--- config.mk ---
export PLATFORM = sky130hd
export DESIGN_NAME = imem_responder
export DESIGN_NICKNAME = d
export VERILOG_FILES = /design/src/rtl/imem_responder_pkg.sv /design/src/rtl/imem_responder_latency_counter.sv /design/src/rtl/imem_responder.sv
export SDC_FILE = /design/constraint.sdc
export NUM_CORES = 2
export LEC_CHECK = 0
export BUFFER_PORTS_ARGS = -buffer_cell sky130_fd_sc_hd__buf_2
export CORE_UTILIZATION = 35
export DETAILED_ROUTE_END_ITERATION = 8
export SLEW_MARGIN = 20
export SYNTH_ARGS = -nofsm -noshare
export SYNTH_HDL_FRONTEND = slang
export SYNTH_SLANG_ARGS = --single-unit
--- constraint.sdc ---
create_clock -name clk -period 9.81 [get_ports clk]
set_input_delay 2.943 -clock clk [delete_from_list [all_inputs] [get_ports clk]]
set_output_delay 2.943 -clock clk [all_outputs]
set_load 0.03 [all_outputs]
--- src/rtl/imem_responder_pkg.sv ---
// rtl/imem_responder_pkg.sv - shared types and constants for the instruction-memory responder
package imem_responder_pkg;

  typedef enum logic [1:0] {
    IDLE = 2'b00,
    BUSY = 2'b01,
    DONE = 2'b10
  } state_t;

  // Same increment the fetch adder applies to the PC.
  localparam int WORD_BYTES = 2;
  localparam int CNT_W      = 4;

  function automatic bit latency_legal(input int lat);
    return (lat >= 1) && (lat <= 15);
  endfunction

endpackage

--- src/rtl/imem_responder_latency_counter.sv ---
// rtl/imem_responder_latency_counter.sv - loadable down-counter with zero flag
module latency_counter
  import imem_responder_pkg::*;
(
  input  logic             clk,
  input  logic             rst,
  input  logic             load,
  input  logic [CNT_W-1:0] load_val,
  input  logic             dec,
  output logic [CNT_W-1:0] count,
  output logic             zero
);

  always_ff @(posedge clk) begin
    if (rst) begin
      count <= '0;
    end else if (load) begin
      count <= load_val;
    end else if (dec && (count != '0)) begin
      count <= count - 1'b1;
    end
  end

  assign zero = (count == '0);

endmodule

--- src/rtl/imem_responder.sv ---
// rtl/imem_responder.sv - multi-cycle instruction-memory responder answering the fetch stage
module imem_responder
  import imem_responder_pkg::*;
#(
  parameter int DEPTH_LOG2 = 8,
  parameter int LATENCY    = 4
) (
  input  logic        clk,
  input  logic        rst,
  input  logic        req_valid,
  input  logic        req_wr,
  input  logic [15:0] req_addr,
  input  logic [15:0] req_data,
  output logic        stall,
  output logic        done,
  output logic [15:0] data_out,
  output logic        err
);

  localparam int ADDR_LSB = $clog2(WORD_BYTES);
  localparam int WORDS    = 1 << DEPTH_LOG2;
  localparam bit MULTI    = (LATENCY > 1);
  localparam logic [CNT_W-1:0] LOAD_VAL = MULTI ? CNT_W'(LATENCY - 2) : '0;

  if (!latency_legal(LATENCY)) begin : g_bad_latency
    $error("imem_responder: LATENCY must be within 1..15");
  end

  state_t state, next_state;

  logic                  accepting;
  logic                  accept;
  logic                  misaligned;
  logic                  counter_load;
  logic                  counter_dec;
  logic                  counter_zero;
  logic [CNT_W-1:0]      unused_count;
  logic                  unused_addr_bits;
  logic                  access;
  logic                  acc_wr;
  logic [DEPTH_LOG2-1:0] acc_idx;
  logic [15:0]           acc_data;
  logic [DEPTH_LOG2-1:0] req_idx;
  logic                  cap_wr;
  logic [DEPTH_LOG2-1:0] cap_idx;
  logic [15:0]           cap_data;
  logic [15:0]           mem [WORDS];

  assign accepting  = (state == IDLE) || (state == DONE);
  assign accept     = accepting & req_valid;
  assign misaligned = req_addr[0];
  // High address bits are dropped on purpose so accesses wrap around the array.
  assign req_idx          = req_addr[ADDR_LSB +: DEPTH_LOG2];
  assign unused_addr_bits = ^req_addr[15:ADDR_LSB+DEPTH_LOG2];

  always_ff @(posedge clk) begin
    if (rst) begin
      state <= IDLE;
    end else begin
      state <= next_state;
    end
  end

  always_comb begin
    next_state = IDLE;
    case (state)
      IDLE, DONE: begin
        if (accept) begin
          next_state = (misaligned || !MULTI) ? DONE : BUSY;
        end
      end
      BUSY:    next_state = counter_zero ? DONE : BUSY;
      default: next_state = IDLE;
    endcase
  end

  always_comb begin
    counter_load = accept & MULTI & ~misaligned;
    counter_dec  = (state == BUSY);
    stall        = (state == BUSY) | counter_load;
    access       = (next_state == DONE) && !(accept && misaligned);
    // A single-cycle access has no captured request yet, so it uses the live inputs.
    if (state == BUSY) begin
      acc_wr   = cap_wr;
      acc_idx  = cap_idx;
      acc_data = cap_data;
    end else begin
      acc_wr   = req_wr;
      acc_idx  = req_idx;
      acc_data = req_data;
    end
  end

  latency_counter u_counter (
    .clk      (clk),
    .rst      (rst),
    .load     (counter_load),
    .load_val (LOAD_VAL),
    .dec      (counter_dec),
    .count    (unused_count),
    .zero     (counter_zero)
  );

  always_ff @(posedge clk) begin
    if (accept) begin
      cap_wr   <= req_wr;
      cap_idx  <= req_idx;
      cap_data <= req_data;
    end
  end

  always_ff @(posedge clk) begin
    if (!rst && access && acc_wr) begin
      mem[acc_idx] <= acc_data;
    end
  end

  always_ff @(posedge clk) begin
    if (rst) begin
      done     <= 1'b0;
      err      <= 1'b0;
      data_out <= '0;
    end else begin
      done <= (next_state == DONE);
      err  <= accept & misaligned;
      if (accept && misaligned) begin
        data_out <= '0;
      end else if (access) begin
        data_out <= acc_wr ? 16'h0000 : mem[acc_idx];
      end
    end
  end

endmodule

==> metrics <==
CP Max Fanout=28; RSZ-0062 raised after global routing=false; Int Pwr=29000 uW; Cell Pwr Density=218 mW/mm^2; Comb pwr share=6.4%; Sw Pwr=8560 uW; Sw Share=22.8%; Clock Latency Late Sink=1.00 ns; PortBufs=47; die area=0.433 sq mm; count leader, synth=edfxtp_1; Area Overhead vs Synth=14.5%; DRT antenna net count=0; vias in the first global route=84830; gr ovfl total=0; initial antenna violation count=22; Initial Util=35.2%; filler cell count=37711; Syn Inst Count=8657; crit end category=output pin; fin util=40.3%; clock group share of total power=41.1%; die height=658 um; worst vdd ir=0.158 mV; Synth Flop Type=edfxtp_1; accumulated negative setup slack=0 ns; Post-synth top cells=edfxtp_1 (4121), o22ai_1 (1964), o21ai_0 (978), buf_2 (344), nor2_1 (279); Setup Buffers After CTS=0; Synth Cell Area=0.151 sq mm; slowest stage delay, CP=0.37 ns; Worst EP required=6.87 ns; CP Class=in2out; Final setup viols=0; Max-slew headroom=18.6%; post-CTS sizing=0; Synthesized Nets=8695; outcome=complete, no violations; largest net degree at the start of global routing=257; Tot GR Track Use=19.5%; Period minus WS final=7.00 ns; CP cell instances=buf_2, nor2b_2, buf_4, nand2b_1, nand2_1, buf_2; num rows=240; gp weighted congestion=0.830; deepest clock path buffer count=4; post-synth top area cell=edfxtp_1; sequential fraction of the synthesis area=82.5%; drt wl/cell=29.3 um; P_leak=0.0512 uW; area share of the largest cell type after synthesis=82.2%; final hold violations=0; share of layout cells above drive strength 1=12.3%; fin crit share=71.3%; CTS clk-pin slew, worst paths=0.06 ns; FFs w/ async S/R, synth=0%; Synth cell types=52; Vias/cell=5.91; Worst Tran Pin Value=1.21 ns; cts bufs inserted=409; Worst Skew=0.0621 ns; htree depth=5; # DRC=0; CTS tree=yes; IO Pins=55; max-cap viol count=0; CP arrival=4.05 ns; Post-synth EDFFs=4121; Warnings, synthesis=0; NumNets Final=8953; synthesized area per cell=17.4 sq um; core box area=0.428 sq mm; Crit path top cell by count=buf_2; slowest CP cell=buf_4; Seq cells post-synth=4145; Sequential Power Share=52.5%; drt first pass iters=6; first-pass GRT wire length=617000 um; chip width=658 um; final wirelength=438000 um; clock sink total=4145; Hold-fix buffers, CTS=0; startpoint types=primary input; FMAX=143 MHz; HPWL Detailed=238000 um; root buffer cell=clkbuf_16; worst hold path class=reg2reg; Max Slew Vio Count=0; Area contributors post-synth=edfxtp_1 (82%), o22ai_1 (8.2%), o21ai_0 (3.3%); initial DRC count=12625; via count=88473
## path summary, 6_finish.rpt
path / slack (ns) / cells past startpoint / start / endpoint
max: 2.81 / 6 / req_valid / stall
min: 0.44 / 2 / data_out[3]$_SDFFE_PP0P_ / data_out[3]$_SDFFE_PP0P_
max reg2reg: 4.15 / 10 / state[1]$_SDFF_PP0_ / data_out[0]$_SDFFE_PP0P_
min reg2reg: 0.44 / 2 / data_out[3]$_SDFFE_PP0P_ / data_out[3]$_SDFFE_PP0P_
## layout make-up
class                           count  area, sq um  share of cell area [%]
Sequential cell                  4145       124000                    72.1
Clock inverter                    249         2640                    1.53
Clock buffer                      494        10600                    6.15
Inverter                            7         26.3                  0.0152
Antenna cell                       26         65.1                  0.0377
Tap cell                         5687         7120                    4.13
Multi-Input combinational cell   3867        23500                    13.7
Timing Repair Buffer              485         4210                    2.44
## power by group through the flow
stage	Combinational (uW)	Clock [uW]	Sequential [uW]
6_report	2400	15500	19700
5_1_grt	2490	16200	19700
4_1_cts	2350	15600	19700
3_5_place_dp	2340	0	20100
3_3_place_gp	2290	0	20100
2_1_floorplan	1250	0	20200
## flip-flops by register name, indices dropped and copies added, names as in the netlist
register	flops
cap_data	16
cap_idx	8
cap_wr	1
data_out	16
done	1
err	1
mem	4096
state	2
u_counter.count	4
## worst max-delay path, delay by kind of cell
| kind | cells | cell delay [ns] |
|---|---|---|
| buf+inv | 3 | 0.67 |
| simple gates | 3 | 0.44 |
## placed cells by master (no fill, tap or decap), drive strengths merged, types with 5 or more instances in the layout
master	count
a21oi	24
a221oi	64
a22o	65
a31oi	5
a32o	6
a41oi	225
buf	485
bufinv	40
clkbuf	494
clkinv	182
clkinvlp	13
dfxtp	24
diode	26
edfxtp	4121
inv	21
nand2	97
nand2b	13
nand3	7
nand4	19
nor2	279
nor4	46
o21ai	986
o22ai	1964
o41ai	9
## kinds of logic after synthesis
group                      count (synthesis)  synth area share (%)
and+or+nand+nor                          477                  1.35
adders and majority gates                  2                0.0166
buffers and inverters                    645                  2.20
xor gates and xnor gates                   3                0.0174
muxes                                      7                0.0606
AOI/OAI and AO/OA                       3378                  13.9
DFF                                     4145                  82.5
## per-layer routing
layer  GRT usage [%]  up-vias  part of all wire, %
met5               0        -                0.015
met4            7.71       10                  4.3
met3            3.86      875                   10
met2            30.9     5044                   47
met1            26.3    45557                   39
li1                -    36987                    -
## per-stage QoR
stage               hold slack, ns  area [sq um]  std cells  power, uW  worst slack, ns
floorplan                    0.514        151000       8657      21500             2.14
global placement             0.441        159000      14187      22400             2.32
detailed placement           0.440        159000      14187      22400             2.38
finish                       0.443        172000      14960      37600             2.81
global route                 0.465        172000      14940      38500             2.75
CTS                          0.448        172000      14930      37700             2.82
Power figures use the tool's default switching activity.
